### config.mk
export PLATFORM = sky130hd
export DESIGN_NAME = riscv_multicycle_ctrl
export DESIGN_NICKNAME = d
export VERILOG_FILES = /design/src/rtl/riscv_ctrl_pkg.sv /design/src/rtl/riscv_multicycle_ctrl_alu_decoder.sv /design/src/rtl/riscv_multicycle_ctrl.sv
export SDC_FILE = /design/constraint.sdc
export NUM_CORES = 1
export LEC_CHECK = 0
export CORE_AREA = 2 2 43 45
export DETAILED_ROUTE_END_ITERATION = 16
export DIE_AREA = 0 0 45 47
export GPL_TIMING_DRIVEN = 0
export PLACE_DENSITY = 0.78
export RECOVER_POWER = 100
export SLEW_MARGIN = 5
export SYNTH_ARGS = -nofsm -noshare
export SYNTH_HDL_FRONTEND = slang
export SYNTH_SLANG_ARGS = --single-unit
### constraint.sdc
create_clock -name clk -period 2.9 [get_ports clk]
set_input_delay 0.58 -clock clk [delete_from_list [all_inputs] [get_ports clk]]
set_output_delay 0.58 -clock clk [all_outputs]
set_load 0.1 [all_outputs]
### src/rtl/riscv_ctrl_pkg.sv
// Shared encodings for the multi-cycle RISC-V control unit.
// States, opcodes, ALU op classes and datapath select codes.
package riscv_ctrl_pkg;

  typedef enum logic [3:0] {
    FETCH,
    DECODE,
    MEMADR,
    MEMREAD,
    MEMWB,
    MEMWRITE,
    EXECR,
    EXECI,
    ALUWB,
    BEQ,
    TRAP
  } state_t;

  localparam logic [6:0] OP_LW = 7'b0000011;
  localparam logic [6:0] OP_SW = 7'b0100011;
  localparam logic [6:0] OP_R  = 7'b0110011;
  localparam logic [6:0] OP_I  = 7'b0010011;
  localparam logic [6:0] OP_BR = 7'b1100011;

  typedef enum logic [1:0] {
    ALU_OP_ADD   = 2'b00,
    ALU_OP_SUB   = 2'b01,
    ALU_OP_FUNCT = 2'b10
  } alu_op_t;

  localparam logic [2:0] ALU_ADD = 3'b000;
  localparam logic [2:0] ALU_SUB = 3'b001;
  localparam logic [2:0] ALU_AND = 3'b010;
  localparam logic [2:0] ALU_OR  = 3'b011;
  localparam logic [2:0] ALU_SLT = 3'b101;

  localparam logic [1:0] EXT_I = 2'b00;
  localparam logic [1:0] EXT_S = 2'b01;
  localparam logic [1:0] EXT_B = 2'b10;

  localparam logic [1:0] RES_ALUOUT = 2'b00;
  localparam logic [1:0] RES_DATA   = 2'b01;
  localparam logic [1:0] RES_ALU    = 2'b10;

  localparam logic [1:0] SRCA_PC    = 2'b00;
  localparam logic [1:0] SRCA_OLDPC = 2'b01;
  localparam logic [1:0] SRCA_RS1   = 2'b10;

  localparam logic [1:0] SRCB_RS2  = 2'b00;
  localparam logic [1:0] SRCB_IMM  = 2'b01;
  localparam logic [1:0] SRCB_FOUR = 2'b10;

  // Only add/sub, slt, or and and are implemented for R/I-type.
  function automatic logic funct3_ok(input logic [2:0] f3);
    return (f3 == 3'b000) || (f3 == 3'b010) ||
           (f3 == 3'b110) || (f3 == 3'b111);
  endfunction

endpackage

### src/rtl/riscv_multicycle_ctrl_alu_decoder.sv
// ALU decoder: maps the ALU op class and funct fields
// to the ALU control code.
module riscv_alu_decoder
  import riscv_ctrl_pkg::*;
(
  input  alu_op_t     alu_op,
  input  logic [2:0]  funct3,
  input  logic        funct7b5,
  input  logic        r_type,
  output logic [2:0]  alu_control
);

  always_comb begin
    alu_control = ALU_ADD;
    case (alu_op)
      ALU_OP_SUB: alu_control = ALU_SUB;
      ALU_OP_FUNCT: begin
        case (funct3)
          3'b000:  alu_control = (r_type && funct7b5) ? ALU_SUB : ALU_ADD;
          3'b010:  alu_control = ALU_SLT;
          3'b110:  alu_control = ALU_OR;
          3'b111:  alu_control = ALU_AND;
          default: alu_control = ALU_ADD;
        endcase
      end
      default: alu_control = ALU_ADD;
    endcase
  end

endmodule

### src/rtl/riscv_multicycle_ctrl.sv
// Multi-cycle RISC-V control FSM sequencing the shared
// datapath for lw, sw, R-type, I-type and beq.
module riscv_multicycle_ctrl
  import riscv_ctrl_pkg::*;
(
  input  logic       clk,
  input  logic       reset,
  input  logic [6:0] opcode,
  input  logic [2:0] funct3,
  input  logic       funct7b5,
  input  logic       zero,
  input  logic       mem_ready,
  output logic       pc_write,
  output logic       ir_write,
  output logic       adr_src,
  output logic       mem_write,
  output logic       reg_write,
  output logic [1:0] result_src,
  output logic [1:0] alu_src_a,
  output logic [1:0] alu_src_b,
  output logic [2:0] alu_control,
  output logic [1:0] extend_sign,
  output logic       illegal
);

  state_t  state_q;
  state_t  state_d;
  alu_op_t alu_op;
  logic    r_type;
  logic    is_sw;

  assign r_type = (opcode == OP_R);
  assign is_sw  = (opcode == OP_SW);

  always_ff @(posedge clk or posedge reset) begin
    if (reset) state_q <= FETCH;
    else       state_q <= state_d;
  end

  always_comb begin
    state_d     = state_q;
    pc_write    = 1'b0;
    ir_write    = 1'b0;
    adr_src     = 1'b0;
    mem_write   = 1'b0;
    reg_write   = 1'b0;
    result_src  = RES_ALUOUT;
    alu_src_a   = SRCA_PC;
    alu_src_b   = SRCB_RS2;
    extend_sign = EXT_I;
    alu_op      = ALU_OP_ADD;
    illegal     = 1'b0;
    case (state_q)
      FETCH: begin
        alu_src_b  = SRCB_FOUR;
        result_src = RES_ALU;
        // Reset parks us here; keep the Mealy strobes quiet under it.
        ir_write   = mem_ready & ~reset;
        pc_write   = mem_ready & ~reset;
        if (mem_ready) state_d = DECODE;
      end
      DECODE: begin
        alu_src_a   = SRCA_OLDPC;
        alu_src_b   = SRCB_IMM;
        extend_sign = EXT_B;
        state_d     = TRAP;
        if (opcode == OP_LW || opcode == OP_SW)
          state_d = MEMADR;
        else if (opcode == OP_R && funct3_ok(funct3))
          state_d = EXECR;
        else if (opcode == OP_I && funct3_ok(funct3))
          state_d = EXECI;
        else if (opcode == OP_BR && funct3 == 3'b000)
          state_d = BEQ;
      end
      MEMADR: begin
        alu_src_a   = SRCA_RS1;
        alu_src_b   = SRCB_IMM;
        extend_sign = is_sw ? EXT_S : EXT_I;
        state_d     = is_sw ? MEMWRITE : MEMREAD;
      end
      MEMREAD: begin
        adr_src = 1'b1;
        if (mem_ready) state_d = MEMWB;
      end
      MEMWB: begin
        result_src = RES_DATA;
        reg_write  = 1'b1;
        state_d    = FETCH;
      end
      MEMWRITE: begin
        adr_src   = 1'b1;
        mem_write = 1'b1;
        if (mem_ready) state_d = FETCH;
      end
      EXECR: begin
        alu_src_a = SRCA_RS1;
        alu_op    = ALU_OP_FUNCT;
        state_d   = ALUWB;
      end
      EXECI: begin
        alu_src_a = SRCA_RS1;
        alu_src_b = SRCB_IMM;
        alu_op    = ALU_OP_FUNCT;
        state_d   = ALUWB;
      end
      ALUWB: begin
        reg_write = 1'b1;
        state_d   = FETCH;
      end
      BEQ: begin
        alu_src_a = SRCA_RS1;
        alu_op    = ALU_OP_SUB;
        pc_write  = zero;
        state_d   = FETCH;
      end
      TRAP: begin
        illegal = 1'b1;
      end
      default: state_d = FETCH;
    endcase
  end

  riscv_alu_decoder u_alu_dec (
    .alu_op      (alu_op),
    .funct3      (funct3),
    .funct7b5    (funct7b5),
    .r_type      (r_type),
    .alu_control (alu_control)
  );

endmodule

== Yosys cells after proc, flatten, opt, wreduce, memory -nomap -nowiden ==
Cells that the tools add are included.

* Bitwise operators: 3
* Muxes and demuxes: 24
* Eq/ne operators: 23
* Reduce and logical (&&, ||, !) cells: 16

{| class="wikitable"
|+ Operator list
! kind !! count
|-
| 4-bit case mux with 7 select lines || 1
|-
| 4-bit two-way mux || 6
|-
| 2-bit case mux with 2 select lines || 5
|-
| 4-bit by 3-bit equality test with 1-bit output (second input constant) || 4
|-
| 7-bit by 6-bit equality test with 1-bit output (second input constant) || 2
|-
| 4-bit equality test (second input constant) || 3
|-
| 3-bit case mux with 4 select lines || 1
|-
| 4-bit by 2-bit equality test with 1-bit output (second input constant) || 2
|-
| 7-bit by 2-bit equality test with 1-bit output (second input constant) || 1
|-
| 7-bit by 5-bit equality test with 1-bit output (second input constant) || 1
|-
| 7-bit equality test (second input constant) || 1
|-
| 1-bit two-way mux || 7
|-
| 3-bit equality test (second input constant) || 2
|-
| 2-bit inequality test (second input constant) || 3
|-
| 3-bit case mux with 2 select lines || 1
|-
| 2-bit OR reduction || 3
|-
| 4-bit by 1-bit equality test with 1-bit output (second input constant) || 1
|-
| 1-bit logical AND || 4
|-
| 4-bit zero test || 1
|-
| 1-bit logical OR || 4
|-
| 4-bit AND reduction || 1
|-
| 4-bit OR reduction || 1
|-
| 3-bit by 2-bit equality test with 1-bit output (second input constant) || 1
|-
| 3-bit zero test || 1
|-
| other kinds (8) || 9
|}

* Flip-flop bits (word level): 4

== Depth between registers and ports, before layout ==
Gate-level depths: netlist (run 1).

* Word-level depth: 9
* Mapped depth: 7
* Gate-level depth less buffers: 6

== Hierarchy ==
Synthesis (run 1) repeated with hierarchy kept, for this count alone.

* Cells, all modules: 78
* Area total of the unflattened synthesis: 606.8 um^2

{| class="wikitable"
|+ By module, submodules not included
! module !! seq. area each (um^2) !! cells an instance !! area an instance (um^2) !! instances
|-
| riscv_multicycle_ctrl || 100.1 || 67 || 510.5 || 1
|-
| riscv_alu_decoder || 0.0 || 11 || 96.3 || 1
|}

== Worst setup path after synthesis (run 1) ==
Ideal clock, no wire load.

* Path kind: flip-flop to output port
* Start: register state_q[2]
* End: output pc_write
* Data arrival time: 3987 ps
* Slack: -1667 ps
* Required time: 2320 ps
* Cell stages (with the launch flop): 5
* Path buffers: 1
* Cell sequence: dfrtp_1 > buf_6 > nor4_2 > and3_1 > a21o_1

* Word-level cells in the longest chain between the ends: 2
* Elaborated cells between the ends (all ways): 3
* Those cells by class: eq/ne (1); mux (1); reduce/logical (1)

{| class="wikitable"
|+ Ends and longest elaborated chain
! element !! line !! text
|-
| start, declared || riscv_multicycle_ctrl.sv:26 || <nowiki>state_t state_q;</nowiki>
|-
| start signal, assigned || riscv_multicycle_ctrl.sv:37 || <nowiki>else state_q <= state_d;</nowiki>
|-
| 4-bit equality test or 4-bit zero test (tied branches) || riscv_multicycle_ctrl.sv:53 || <nowiki>case (state_q)</nowiki>
|-
| 1-bit case mux with 2 select lines * || riscv_multicycle_ctrl.sv:53 ||
|-
| end, declared || riscv_multicycle_ctrl.sv:13 || <nowiki>output logic pc_write,</nowiki>
|}

Mark *: on every way between the ends. The rest lies on a longest branch, timed or not.

== Worst setup path in the final report (run 1) ==
* Start: register state_q[0]
* End: output result_src[0]

* Word-level cells in the longest chain between the ends: 2
* Elaborated cells between the ends (all ways): 3
* Those cells by class: eq/ne (1); mux (1); reduce/logical (1)

{| class="wikitable"
|+ Ends and longest elaborated chain
! element !! line !! text
|-
| 4-bit by 3-bit equality test with 1-bit output or 4-bit zero test (tied branches) || riscv_multicycle_ctrl.sv:53 ||
|-
| 2-bit case mux with 2 select lines * || riscv_multicycle_ctrl.sv:53 ||
|-
| end, declared || riscv_multicycle_ctrl.sv:18 || <nowiki>output logic [1:0] result_src,</nowiki>
|}

Marked as above.

==> results of run 1 <==
-- worst max-delay path, cell delays in order, from the launching register on --
cell and delay [ps]:
dfrtp_1 460, buf_4 220, nor3_1 180, clkdlybuf4s50_1 1150
-- cell type report --
type	instances	area share, %
multi-input combinational	63	51.40
timing repair buffer	31	24.43
sequential	4	10.68
buffer	4	4.005
clock buffer	3	2.403
inverter	12	4.806
tap	17	2.270
-- logic make-up (layout without fill, tap and decap cells) --
| family | Yosys count | in the layout |
|---|---|---|
| and+or+nand+nor | 37 | 37 |
| AOI/OAI and AO/OA | 22 | 22 |
| buffers and inverters | 16 | 50 |
| DFF | 4 | 4 |
| adders and majority gates | 2 | 2 |
| xor gates and xnor gates | 1 | 1 |
| muxes | 1 | 1 |
-- per-layer routing --
metal / global-route usage [%] / share of wire [%] / vias up
li1: - / - / 367
met1: 22.79 / 43 / 332
met2: 30.86 / 50 / 31
met3: 3.846 / 6.5 / 0
met4: 3.529 / 0 / 0
met5: 0 / 0 / -
-- through the flow --
stage	setup TNS, ps	util, %	area (sq um)
floorplan	-1541	-	679.4
detailed placement	-2167	61.21	1011
global placement	-2100	61.21	1011
finish	0	56.74	937.1
global route	0	56.74	937.1
CTS	0	61.67	1018
-- worst max-delay path by stage --
| stage | slack [ps] | cells past startpoint | startpoint | to |
|---|---|---|---|---|
| after floorplan | -600 | 4 | state_q[1] | pc_write |
| after global placement | -560 | 6 | opcode[1] | alu_control[0] |
| after detailed placement | -590 | 6 | funct3[2] | alu_control[0] |
| after CTS | 7 | 3 | state_q[3] | reg_write |
| after global routing | 9 | 7 | state_q[3] | alu_control[1] |
| final | 70 | 3 | state_q[0] | result_src[0] |
-- placed cells by master (no fill, tap or decap), types with 2 or more instances in the layout --
cell type,n
o21ai_1,2
clkdlybuf4s50_1,16
a21oi_1,4
nor2_2,4
clkbuf_4,3
buf_2,3
nand2b_1,3
inv_1,8
buf_4,2
inv_2,4
clkbuf_1,9
o21ai_0,3
dfrtp_1,4
nand2_1,4
nand4_1,3
o31ai_1,2
nor2_1,5
a31oi_1,2
nand3_1,2
a211oi_1,2
buf_6,2
ha_1,2
clkbuf_2,2
-- timing repair --
action | in CTS | in global routing
setup endpoints to repair | 10 | 7
hold buffers | 0 | 0
resized for setup | 22 | 10
==> reports/qor.yml, run 1 <==
yosys-top-cells-area: "dfrtp_1 16%, buf_6 5.4%, inv_1 4.8%"
ff2ff_setup_slack_ps: 1580
r2r-end: "state_q[2]"
grt_max_degree: 11
synth-simple-area-share_pct: 37.97
area.growth.synth_to_final_pct: 48.91
vias: 730
yosys.area.top_type: "dfrtp_1"
dp.cells: 131
num-fill-cells: 166
vias_per_cell: 5.448
crit_arrival_ps: 2250
grt_pass1_wl_um: 2822
ys_warn_count: 0
htree_levels: 1
dieWidth_um: 45
drtAntennaViolNets: 0
cts_buffers: 3
async_reset_ff_share_pct: 100.0
fin_skew_ps: 7.526
gr-usage-all-layers_pct: 17.76
synth_compound_area_share_pct: 24.45
fin_crit_sh_pct: 97.52
grt.overflow.total: 0
worst_hold_slack_ps: 532.9
place_congestion: 0.8394
top_register: "state_q"
post_cts_buffers: 0
syn_area_per_cell_sq_um: 7.583
r2r_start: "state_q[2]"
ctsLongestPathBuffers: 2
reg.largest.list: "state_q: 4 flops"
grt_pass1_vias: 693
r2r.worst_path.cells: 5
layoutNonFillerInstCount: 134
synth_top_area_share_pct: 15.90
worstHoldPathType: "input port to asynchronous set/reset pin"
period_minus_slack_ps: 2828
top_level_ports: 32
crit_type: "register to output port"
worstPathMaxFanout: 10
rsz0062_at_grt: "false"
hold_viol: 0
cts_sinks: 4
ys_seq_elements: 4
drtIter0Drc: 24
synth_xor_area_share_pct: 1.392
cts-root-buf: "clkbuf_4"
startpoint_type: "register"
drc: 0
clk_latency_ps: 240
synth_fa_ha_area_share_pct: 3.976
max_slew.worst_pin.slew_ps: 1199
wirelength_um: 1773
routedWlPerCell_um: 13.23
synth_edf_count: 0
maxCapViolCount: 0
antenna_found_initial: 0
multi_input_area_sq_um: 481.7
die-area_sq_um: 2115
setup_slack_ps: 72.00
fmax_mhz: 353.6
synth_top_family_by_area: "simple AND/OR/NAND/NOR gates"
synthMuxAreaShare_pct: 1.590
synth_common_cells: "8 x inv_1, 8 x nor2_1"
outcome: "completed"
syn_area_sq_um: 629.4
synth_ff_type: "dfrtp_1"
diodes: 0
portBuffers: 31
coreArea_sq_um: 1652
die_h_um: 47
nets: 136
syn_inst: 83
setup_violations: 0
yosysSeqAreaShare_pct: 15.90
drive_above_1_share_pct: 26.50
syn_nets: 100
path_clk_slew_ps: 40
slew_viol_final: 0
dp_slack_ps: -591.5
regArea_sq_um: 100.1
cp-end-kind: "output port"
start_util_pct: 38.11
cts_tree: "yes"
slew_headroom_pct: 20.43
std_cell_rows: 15
largest_reg_flops: 4
yosys.cell_types.count: 41
firstDrtPassIters: 4
worstPathRequired_ps: 2320
dp.final_hpwl_um: 1371
Power of run 1 is left out: the tool's default activity adds up to more than one toggle a clock period on the data nets, which glitch-free logic cannot reach.
==> inputs of run 2 (changes only) <==
- TNS_END_PERCENT: default -> 50
==> run 2 against run 1 <==
  * Clock skew fell by 1.0 ps
  * Utilization fell by 0.076 points
  * Worst hold slack barely moved
  * Fmax fell by 0.25%
  * Sequential share of layout area barely moved
  * Cell count did not move
  * Via count rose by 1.2%
  * Global-route usage fell by 0.19 points
  * Critical path type is now input port to output port
  * Largest cell class unchanged
==> reports/qor.yml, run 2 (synthesized netlist as in run 1, its figures left out) <==
outcome: "completed"  # unchanged
worstPathMaxFanout: 5  # was 10
most-common-layout-cells: "15 x clkdlybuf4s50_1, 9 x clkbuf_1, 8 x inv_1, 8 x nor2_1"  # was 16 x clkdlybuf4s50_1, 9 x clkbuf_1, 8 x inv_1, 5 x nor2_1
top_level_ports: 32  # unchanged
wirelength_um: 1780  # was 1773 um
diodes: 0  # unchanged
setup_slack_ps: 64.88  # was 72.00 ps
gr-usage-all-layers_pct: 17.57  # was 17.76%
cp-end-kind: "output port"  # unchanged
crit_path_top_delay_cell: "clkdlybuf4s15_2"  # was clkdlybuf4s50_1
vias_per_cell: 5.515  # was 5.448
fin_crit_sh_pct: 97.76  # was 97.52%
worstPathRequired_ps: 2320  # about the same
die_h_um: 47  # unchanged
post_cts_buffers: 0  # unchanged
cts_sinks: 4  # unchanged
place_congestion: 0.8128  # was 0.8394
dieWidth_um: 45  # unchanged
cp.buffers_inverters: 2  # unchanged
grt.overflow.total: 0  # unchanged
hold_buffers: 0  # unchanged
cts-root-buf: "clkbuf_4"  # unchanged
path_cells: "clkdlybuf4s50_1 > nand4bb_4 > nor2_1 > nand4_1 > nor2_1 > clkdlybuf4s15_2"  # was buf_4 > nor3_1 > clkdlybuf4s50_1
clk_latency_ps: 240  # about the same
hold_viol: 0  # unchanged
largest_reg_flops: 4  # unchanged
top_register: "state_q"  # unchanged
routedWlPerCell_um: 13.28  # was 13.23 um
max_slew.worst_pin.slew_ps: 1171  # was 1199 ps
nets: 136  # unchanged
rsz0062_at_grt: "false"  # unchanged
drtAntennaViolNets: 0  # unchanged
antenna_found_initial: 0  # unchanged
htree_levels: 1  # unchanged
num-fill-cells: 177  # was 166
grt_pass1_vias: 659  # was 693
grt_pass1_wl_um: 2766  # was 2822 um
worst_hold_slack_ps: 533.0  # was 532.9 ps
dp.final_hpwl_um: 1423  # was 1371 um
slew_headroom_pct: 22.25  # was 20.43%
fin_util_pct: 56.67  # was 56.74%
crit_arrival_ps: 2260  # was 2250 ps
grt_max_degree: 11  # unchanged
portBuffers: 31  # unchanged
crit_type: "input port to output port"  # was register to output port
drtIter0Drc: 12  # was 24
path_clk_slew_ps: 40  # about the same
dp_slack_ps: -565.5  # was -591.5 ps
coreArea_sq_um: 1652  # unchanged
drive_above_1_share_pct: 22.22  # was 26.50%
die-area_sq_um: 2115  # unchanged
startpoint_type: "input port"  # was register
cpMostUsedCell: "nor2_1"
start_util_pct: 38.11  # unchanged
cts_buffers: 3  # unchanged
worstHoldPathType: "input port to asynchronous set/reset pin"  # unchanged
vias: 739  # was 730
std_cell_rows: 15  # unchanged
fin_skew_ps: 6.512  # was 7.526 ps
setup_violations: 0  # unchanged
slew_viol_final: 0  # unchanged
fmax_mhz: 352.7  # was 353.6 MHz
ctsLongestPathBuffers: 2  # unchanged
reg.largest.list: "state_q: 4 flops"  # unchanged
area.growth.synth_to_final_pct: 48.71  # was 48.91%
firstDrtPassIters: 4  # unchanged
period_minus_slack_ps: 2835  # was 2828 ps
cts_tree: "yes"  # unchanged
fin_setup_tns_ps: 0  # unchanged
worst_path_dominant_cell_family: "buffers and inverters"  # unchanged
final_common_cell: "clkdlybuf4s50_1"  # unchanged
maxCapViolCount: 0  # unchanged
critPathMaxStageDelay_ps: 570  # was 1150 ps
drc: 0  # unchanged
-- run 2: path summary, 6_finish.rpt --
path,startpoint,end,slack [ps],depth (start not counted)
hold reg to reg,state_q[1],state_q[1],720,2
hold / removal,reset,state_q[2],530,2
max in group asynchronous,reset,state_q[0],2190,2
min in group clk,state_q[1],state_q[1],720,2
setup / recovery,opcode[2],extend_sign[0],60,6
setup reg to reg,state_q[0],state_q[2],1570,4
-- run 2: cell type report --
| cell class | count | area [sq um] | area share [%] |
|---|---|---|---|
| plain buffers | 4 | 41.29 | 4.412 |
| clock buffers | 3 | 22.52 | 2.406 |
| inverters | 12 | 45.04 | 4.813 |
| multi-input cells | 63 | 466.7 | 49.87 |
| flip-flops and latches | 4 | 100.1 | 10.70 |
| well taps | 17 | 21.27 | 2.273 |
| repair buffers | 31 | 239.0 | 25.53 |
-- run 2: per-stage QoR --
stage                     instances  area, sq um
after floorplan                  83        666.9
after global placement          131        998.5
after detailed placement        131        998.5
after CTS                       134         1010
after global routing            134        935.9
final                           134        935.9
-- run 2: timing repair --
item	CTS	global route
endpoints found under the setup margin	12	6
cloned	0	0
resized for setup	22	8
-- run 2: routing by layer --
layer | global-route usage, % | share of wire, %
met5 | 0 | 0
met4 | 1.765 | 0
met2 | 32.57 | 50
met1 | 21.06 | 43
met3 | 4.615 | 6.7
Power of run 2 is left out for the same reason.
==> inputs of run 3 (changes only) <==
- CAP_MARGIN: default -> 5
- CTS_CLUSTER_DIAMETER: default -> 200
==> results of run 3 <==
Same layout as run 2: the final DEF is identical, and so are final timing and power.
Power of run 3 is left out for the same reason.
